## config.mk

```make
export PLATFORM = sky130hd
export DESIGN_NAME = poly1305_seq_ctrl_flat
export DESIGN_NICKNAME = d
export VERILOG_FILES = /design/src/rtl/poly1305_seq_ctrl_if.sv /design/src/rtl/poly1305_seq_ctrl.sv /design/src/flat_wrapper.sv
export SDC_FILE = /design/constraint.sdc
export NUM_CORES = 2
export LEC_CHECK = 0
export BUFFER_PORTS_ARGS = -buffer_cell sky130_fd_sc_hd__buf_2
export CAP_MARGIN = 20
export CELL_PAD_IN_SITES_DETAIL_PLACEMENT = 0
export CELL_PAD_IN_SITES_GLOBAL_PLACEMENT = 2
export CORE_AREA = 2 2 555 557
export CTS_CLUSTER_SIZE = 12
export DETAILED_ROUTE_END_ITERATION = 7
export DIE_AREA = 0 0 557 559
export GPL_ROUTABILITY_DRIVEN = 0
export PLACE_DENSITY = 0.58
export SYNTH_ARGS = -nofsm -noshare
export SYNTH_HDL_FRONTEND = slang
export SYNTH_SLANG_ARGS = --single-unit
```

## constraint.sdc

```tcl
create_clock -name clk -period 7.6 [get_ports clk]
set_clock_uncertainty 0.15 [all_clocks]
set_input_delay 0.76 -clock clk [delete_from_list [all_inputs] [get_ports clk]]
set_output_delay 0.76 -clock clk [all_outputs]
set_load 0.02 [all_outputs]
```

## src/rtl/poly1305_seq_ctrl_if.sv

```systemverilog
// poly1305_seq_ctrl_if: block stream plus multiplier/reducer request-response bus
interface poly1305_seq_ctrl_if;
  logic blk_valid;
  logic blk_ready;
  logic [127:0] blk_data;
  logic [4:0] blk_len;
  logic blk_last;
  logic mul_start;
  logic [129:0] mul_a;
  logic [127:0] mul_b;
  logic [257:0] mul_product;
  logic mul_done;
  logic red_start;
  logic [257:0] red_value;
  logic [129:0] red_out;
  logic red_done;
  modport master (
    output blk_valid, blk_data, blk_len, blk_last, mul_product, mul_done, red_out, red_done,
    input blk_ready, mul_start, mul_a, mul_b, red_start, red_value
  );
  modport slave (
    input blk_valid, blk_data, blk_len, blk_last, mul_product, mul_done, red_out, red_done,
    output blk_ready, mul_start, mul_a, mul_b, red_start, red_value
  );
endinterface

```

## src/rtl/poly1305_seq_ctrl.sv

```systemverilog
// poly1305_seq_ctrl: sequences pad/add/multiply/reduce per block and the final tag addition
module poly1305_seq_ctrl #(
  parameter int TIMEOUT_CYCLES = 255
) (
  input  logic clk,
  input  logic reset_n,
  input  logic key_load,
  input  logic [127:0] r_in,
  input  logic [127:0] s_in,
  poly1305_seq_ctrl_if.slave bus,
  output logic busy,
  output logic tag_valid,
  output logic [127:0] tag,
  output logic err
);
  localparam int CW = (TIMEOUT_CYCLES > 255) ? $clog2(TIMEOUT_CYCLES + 1) : 8;
  localparam logic [129:0] P = 130'h3_ffffffff_ffffffff_ffffffff_fffffffb;
  localparam logic [127:0] CLAMP = 128'h0ffffffc_0ffffffc_0ffffffc_0fffffff;
  typedef enum logic [3:0] {
    IDLE, READY, ADD, MUL_REQ, MUL_WAIT, RED_REQ, RED_WAIT, FINAL, TAG, ERR
  } state_t;
  state_t state, nxt;
  logic [129:0] acc, h;
  logic [127:0] r, s, keep;
  logic [128:0] n, n_c;
  logic [130:0] t;
  logic last, hs, bad, kl, tmo;
  logic [CW-1:0] cnt;
  assign bus.blk_ready = state == READY && !key_load;
  assign bus.mul_start = state == MUL_REQ;
  assign bus.red_start = state == RED_REQ;
  assign busy = !(state == IDLE || state == READY || state == ERR);
  assign tag_valid = state == TAG;
  assign err = state == ERR;
  // block padding, accumulator add, final reduction and handshake decode
  always_comb begin
    hs = bus.blk_ready && bus.blk_valid;
    kl = key_load && !busy;
    bad = bus.blk_len > 5'd16 || (bus.blk_len == 5'd0 && !bus.blk_last);
    keep = bus.blk_len >= 5'd16 ? '1 : (128'd1 << {bus.blk_len, 3'b0}) - 128'd1;
    n_c = {1'b0, bus.blk_data & keep} | (129'd1 << {bus.blk_len, 3'b0});
    t = {1'b0, acc} + {2'b0, n};
    h = acc >= P ? acc - P : acc;
    tmo = cnt == CW'(TIMEOUT_CYCLES - 1);
  end
  // state register
  always_ff @(posedge clk or negedge reset_n) begin
    if (!reset_n) state <= IDLE;
    else state <= nxt;
  end
  // next-state logic; an early done in a REQ cycle skips the WAIT state
  always_comb begin
    nxt = state;
    case (state)
      IDLE:     nxt = key_load ? READY : IDLE;
      READY:    nxt = key_load ? READY : !hs ? READY : bad ? ERR : bus.blk_len == 5'd0 ? FINAL : ADD;
      ADD:      nxt = MUL_REQ;
      MUL_REQ:  nxt = bus.mul_done ? RED_REQ : MUL_WAIT;
      MUL_WAIT: nxt = bus.mul_done ? RED_REQ : tmo ? ERR : MUL_WAIT;
      RED_REQ:  nxt = bus.red_done ? (last ? FINAL : READY) : RED_WAIT;
      RED_WAIT: nxt = bus.red_done ? (last ? FINAL : READY) : tmo ? ERR : RED_WAIT;
      FINAL:    nxt = TAG;
      TAG:      nxt = key_load ? READY : IDLE;
      ERR:      nxt = key_load ? READY : ERR;
      default:  nxt = IDLE;
    endcase
  end
  // datapath registers: key, accumulator, operands, wait counter and tag
  always_ff @(posedge clk or negedge reset_n) begin
    if (!reset_n) begin
      acc <= '0;
      r <= '0;
      s <= '0;
      n <= '0;
      last <= 1'b0;
      cnt <= '0;
      tag <= '0;
      bus.mul_a <= '0;
      bus.mul_b <= '0;
      bus.red_value <= '0;
    end else begin
      if (kl) begin
        r <= r_in & CLAMP;
        s <= s_in;
        acc <= '0;
        tag <= '0;
      end
      if (hs) begin
        n <= n_c;
        last <= bus.blk_last;
      end
      if (state == ADD) begin
        bus.mul_a <= t[130] ? t[129:0] + 130'd5 : t[129:0];
        bus.mul_b <= r;
      end
      if ((state == MUL_REQ || state == MUL_WAIT) && bus.mul_done) bus.red_value <= bus.mul_product;
      if ((state == RED_REQ || state == RED_WAIT) && bus.red_done) acc <= bus.red_out;
      if (state == FINAL) tag <= 128'(h + {2'b0, s});
      cnt <= ((nxt == MUL_REQ || nxt == RED_REQ) && nxt != state) ? '0 : cnt + CW'(1);
    end
  end
endmodule

```

## src/flat_wrapper.sv

```systemverilog
// flat-port wrapper written by rule: the top's interface ports become plain ports
module poly1305_seq_ctrl_flat 
#(
  parameter int TIMEOUT_CYCLES = 255
)
  (clk, reset_n, key_load, r_in, s_in, busy, tag_valid, tag, err, bus_blk_valid, bus_blk_data, bus_blk_len, bus_blk_last, bus_mul_product, bus_mul_done, bus_red_out, bus_red_done, bus_blk_ready, bus_mul_start, bus_mul_a, bus_mul_b, bus_red_start, bus_red_value);
  poly1305_seq_ctrl_if bus_i ();
  input  logic clk;
  input  logic reset_n;
  input  logic key_load;
  input  logic [127:0] r_in;
  input  logic [127:0] s_in;
  output logic busy;
  output logic tag_valid;
  output logic [127:0] tag;
  output logic err;
  input wire logic [$bits(bus_i.blk_valid)-1:0] bus_blk_valid;
  input wire logic [$bits(bus_i.blk_data)-1:0] bus_blk_data;
  input wire logic [$bits(bus_i.blk_len)-1:0] bus_blk_len;
  input wire logic [$bits(bus_i.blk_last)-1:0] bus_blk_last;
  input wire logic [$bits(bus_i.mul_product)-1:0] bus_mul_product;
  input wire logic [$bits(bus_i.mul_done)-1:0] bus_mul_done;
  input wire logic [$bits(bus_i.red_out)-1:0] bus_red_out;
  input wire logic [$bits(bus_i.red_done)-1:0] bus_red_done;
  output wire logic [$bits(bus_i.blk_ready)-1:0] bus_blk_ready;
  output wire logic [$bits(bus_i.mul_start)-1:0] bus_mul_start;
  output wire logic [$bits(bus_i.mul_a)-1:0] bus_mul_a;
  output wire logic [$bits(bus_i.mul_b)-1:0] bus_mul_b;
  output wire logic [$bits(bus_i.red_start)-1:0] bus_red_start;
  output wire logic [$bits(bus_i.red_value)-1:0] bus_red_value;
  assign bus_i.blk_valid = bus_blk_valid;
  assign bus_i.blk_data = bus_blk_data;
  assign bus_i.blk_len = bus_blk_len;
  assign bus_i.blk_last = bus_blk_last;
  assign bus_i.mul_product = bus_mul_product;
  assign bus_i.mul_done = bus_mul_done;
  assign bus_i.red_out = bus_red_out;
  assign bus_i.red_done = bus_red_done;
  assign bus_blk_ready = bus_i.blk_ready;
  assign bus_mul_start = bus_i.mul_start;
  assign bus_mul_a = bus_i.mul_a;
  assign bus_mul_b = bus_i.mul_b;
  assign bus_red_start = bus_i.red_start;
  assign bus_red_value = bus_i.red_value;
  poly1305_seq_ctrl #(.TIMEOUT_CYCLES(TIMEOUT_CYCLES)) u_core (.clk(clk), .reset_n(reset_n), .key_load(key_load), .r_in(r_in), .s_in(s_in), .bus(bus_i), .busy(busy), .tag_valid(tag_valid), .tag(tag), .err(err));
endmodule
```

==> parameters.txt <==
Parameter                              Value

Synthesis
  Ranking of synthesized cells by instance count ... sky130_fd_sc_hd__nand2_1, sky130_fd_sc_hd__dfrtp_1, sky130_fd_sc_hd__o21ai_0
  Mux contribution to synthesized area ... 4.74%
  Synth warnings ... 0
  Proportion of netlist area held by the largest area contributor ... 42.5%
  Largest cells by area after synthesis ... sky130_fd_sc_hd__dfrtp_1, sky130_fd_sc_hd__nand2_1, sky130_fd_sc_hd__ha_1
  Most instantiated flip-flop cell in the synthesis netlist ... sky130_fd_sc_hd__dfrtp_1
  Largest family of logic cells by synthesized area ... simple AND/OR/NAND/NOR gates
  Library cell with the highest instance count after synthesis ... sky130_fd_sc_hd__nand2_1
  Arithmetic-cell share of the synthesized area counting full adders, half adders and majority gates ... 5.44%
  Gate Count Post-Synth ... 7719
  Area share of and/or/nand/nor cells after synthesis ... 23.5%
  Xor/xnor cell area share of the yosys netlist ... 4.37%
  Post-synthesis register bit count ... 1128
  Share of the synthesized area in compound gates (AO/OA/AOI/OAI) ... 16.2%
  Async SR Flop Fraction ... 100%
  Number of enable-type register cells in the synthesized netlist ... 0
  Library cells used by synthesis ... 113
  Library cell with the largest summed area after synthesis ... sky130_fd_sc_hd__dfrtp_1
  Post-Synthesis Cell Area ... 66500 um^2
  Syn avg cell area ... 8.61 um^2
  Sequential element share of the synthesized area ... 42.5%

Setup path
  Reg-to-reg slack, setup ... 0.30 ns
  Setup CP Type ... flip-flop to flip-flop
  Crit-path slowest cell ... sky130_fd_sc_hd__dfrtp_1
  Critical Path Fanout Max ... 8
  Required time reported for the critical path endpoint ... 8.14 ns
  Worst path max stage delay ... 0.61 ns
  Launching element type of the critical path ... flip-flop
  Endpoint class of the critical path ... flip-flop
  Arr. time, crit path ... 7.84 ns
  Most frequent cell on the critical path ... sky130_fd_sc_hd__buf_4
  CP startpoint ... u_core.acc[11]$_DFFE_PN0P_
  Largest delay contributor family on the critical path ... compound AO/OA/AOI/OAI gates
  Buffering stage count on the worst path with inverters included ... 7
  Worst reg2reg startpoint ... u_core.acc[11]$_DFFE_PN0P_

Pwr
  Total chip power ... 37.7 mW
  Net switching power figure ... 17.9 mW
  Switching power as a share of total power ... 47.5%
  Leakage power total ... 43.6 nW
  Relative contribution of the clock network to total power ... 19.9%
  Combinational fraction of design power ... 51.6%
  Part of the power in registers ... 28.5%
  Power density relative to cell area ... 410 nW/um^2
  P_int ... 19.8 mW
  Worst vdd rail ir drop ... 229 uV

Route
  Total Wirelength ... 391 mm
  Routed wirelength normalized by instance count ... 27.5 um
  Number of antenna-violating nets in the routed design ... 0
  Initial drt markers ... 5264
  DRT Pass-1 Iters ... 6
  DRC violation count after routing ... 0
  Post-detailed-route via-to-cell ratio ... 4.81
  Vias ... 68289

CTS
  Clock tree sinks ... 1128
  TritonCTS clock tree ... done
  Buffers inserted by post-CTS timing repair ... 0
  Number of CTS-inserted buffers ... 153
  Clk Tree Root Cell ... sky130_fd_sc_hd__clkbuf_16
  Max H-tree Level ... 4
  Skew-Pair Late Insertion Delay ... 0.83 ns
  Clock slew seen by the registers of the worst setup and hold paths ... 0.06 ns
  Bufs on Longest Clock Path ... 4

Floorplanning
  I/O pins ... 1434
  Initial core utilization ... 21.8%
  Core Rows ... 203
  Standard cell core area ... 305000 um^2
  Die Span Y ... 559 um
  Area enclosed by the die boundary ... 311000 um^2
  Die width ... 557 um

Place
  Port Buffer Count ... 1389
  Total half-perimeter wirelength after legalization and detailed placement ... 323 mm
  Post-Place Worst Slack ... 0.202 ns

STA
  Worst slew pin tran ... 1.18 ns
  Max Fclk ... 0.137 GHz
  Tcrit/Tclk final ... 96.0%
  Time the final worst path needs with I/O delays and setup ... 7.30 ns
  Accumulated negative setup slack ... 0 ns
  Count of final max-slew check failures ... 0
  Setup ws final ... 0.302 ns
  Final-report setup violation count ... 0
  Hold violation count in the final report ... 0
  Setup repair after global routing missed its margin ... no
  Max transition margin ... 20.7%

Min path
  Hold path startpoint ... s_in[104]
  Min-Delay Path Class ... input pin to flip-flop

Status
  Outcome ... finished, final reports clean

GRT
  Total global routing track utilization ... 24.2%
  Vias in the first global route ... 68338
  Gr ovfl total ... 0
  Maximum number of pins on one net before global-route repair ... 152
  Number of antenna violations at the first check in global routing ... 86
  Wire length of the first global-routing pass ... 539 mm

Cells and area
  End-of-flow core utilization ... 30.1%
  Fraction of final layout cells sized beyond drive strength 1 ... 25.6%
  Area growth from synthesis to final layout ... 38.4%
  # nets final ... 11019
  Fillers ... 32905

Flow run
  MaxCap Viol Count ... 0
==> tightest hold or removal path, delay by kind of cell <==
family | cells | cell delay [ns]
buf+inv | 1 | 0.12
simple gates | 2 | 0.11
==> flip-flops by register name, summed over array words and instances (netlist names) <==
name and flops:
u_core.s 128, u_core.acc 130, u_core.r 106, u_core.bus.red_value 258
u_core.state 4, u_core.tag 128, u_core.last 1, u_core.cnt 8
u_core.bus.mul_a 130, u_core.n 129, u_core.bus.mul_b 106
==> final timing paths <==
| check | cells past startpoint | endpoint |
|---|---|---|
| worst max-delay path | 27 | u_core.tag[124]$_DFFE_PN0P_ |
| worst min-delay path | 3 | u_core.s[104]$_DFFE_PN0P_ |
| worst max register to register | 27 | u_core.tag[124]$_DFFE_PN0P_ |
| worst min register to register | 2 | u_core.bus.mul_b[91]$_DFFE_PN0P_ |
| max in group asynchronous | 4 | u_core.bus.red_value[31]$_DFFE_PN0P_ |
| min in group asynchronous | 2 | u_core.acc[104]$_DFFE_PN0P_ |
==> final cells by class <==
cell class	instances	area, um^2	share of cell area, %
diodes	46	115	0.125
multi-input cells	6075	36200	39.4
clock inverters	51	647	0.703
clock buffers	214	4450	4.84
flip-flops and latches	1128	28200	30.7
repair buffers	2475	16700	18.2
well taps	4100	5130	5.58
inverters	114	428	0.465
==> timing repair <==
action	CTS	global route
setup endpoints to repair	0	18
hold buffers	539	0
endpoints found under the hold margin	597	0
resized for setup	0	10
==> power by group through the flow <==
stage,clock network (mW),registers (mW),logic (mW)
after floorplan,0,11.5,9.23
after global routing,7.96,11.0,21.0
after detailed placement,0,10.9,19.4
after CTS,7.75,10.8,19.7
final,7.49,10.8,19.5
after global placement,0,10.8,19.3
==> cell usage in the layout, fill, tap and decap left out, types with 112 or more instances in the layout <==
cell type                          n
sky130_fd_sc_hd__a21o_1          122
sky130_fd_sc_hd__a21oi_1         426
sky130_fd_sc_hd__buf_2          1388
sky130_fd_sc_hd__buf_4           525
sky130_fd_sc_hd__clkbuf_16       157
sky130_fd_sc_hd__dfrtp_1        1125
sky130_fd_sc_hd__dlygate4sd3_1   539
sky130_fd_sc_hd__ha_1            286
sky130_fd_sc_hd__inv_1           112
sky130_fd_sc_hd__mux2_2          268
sky130_fd_sc_hd__nand2_1        2025
sky130_fd_sc_hd__nand3_1         176
sky130_fd_sc_hd__nand4_1         203
sky130_fd_sc_hd__nor2_1          346
sky130_fd_sc_hd__nor2b_1         159
sky130_fd_sc_hd__nor3_1          120
sky130_fd_sc_hd__o21ai_0         614
sky130_fd_sc_hd__xnor2_1         179
sky130_fd_sc_hd__xor2_1          151
==> metal layers <==
layer	global-route usage (%)	routed length, um	vias up
met1	30.8	166000	33778
met4	10.1	18900	36
met5	0	256	-
met2	40.0	182000	2469
li1	-	-	31524
met3	4.59	24400	482
==> per-stage QoR <==
stage	cells	hold slack (ns)	instance area, um^2
5_1_grt	14187	0.0418	91900
6_report	14203	0.0610	92000
3_3_place_gp	13351	0.295	81300
2_1_floorplan	7740	0.289	66500
4_1_cts	14156	0.00160	91800
3_5_place_dp	13352	0.298	81300
==> cell families after synthesis <==
family                     count (synthesis)
AOI/OAI and AO/OA                       1733
xor gates and xnor gates                 331
adders and majority gates                288
buffers and inverters                    537
DFF                                     1128
muxes                                    281
other                                      1
and+or+nand+nor                         3420
No activity file was read; power rests on OpenSTA's default activity.
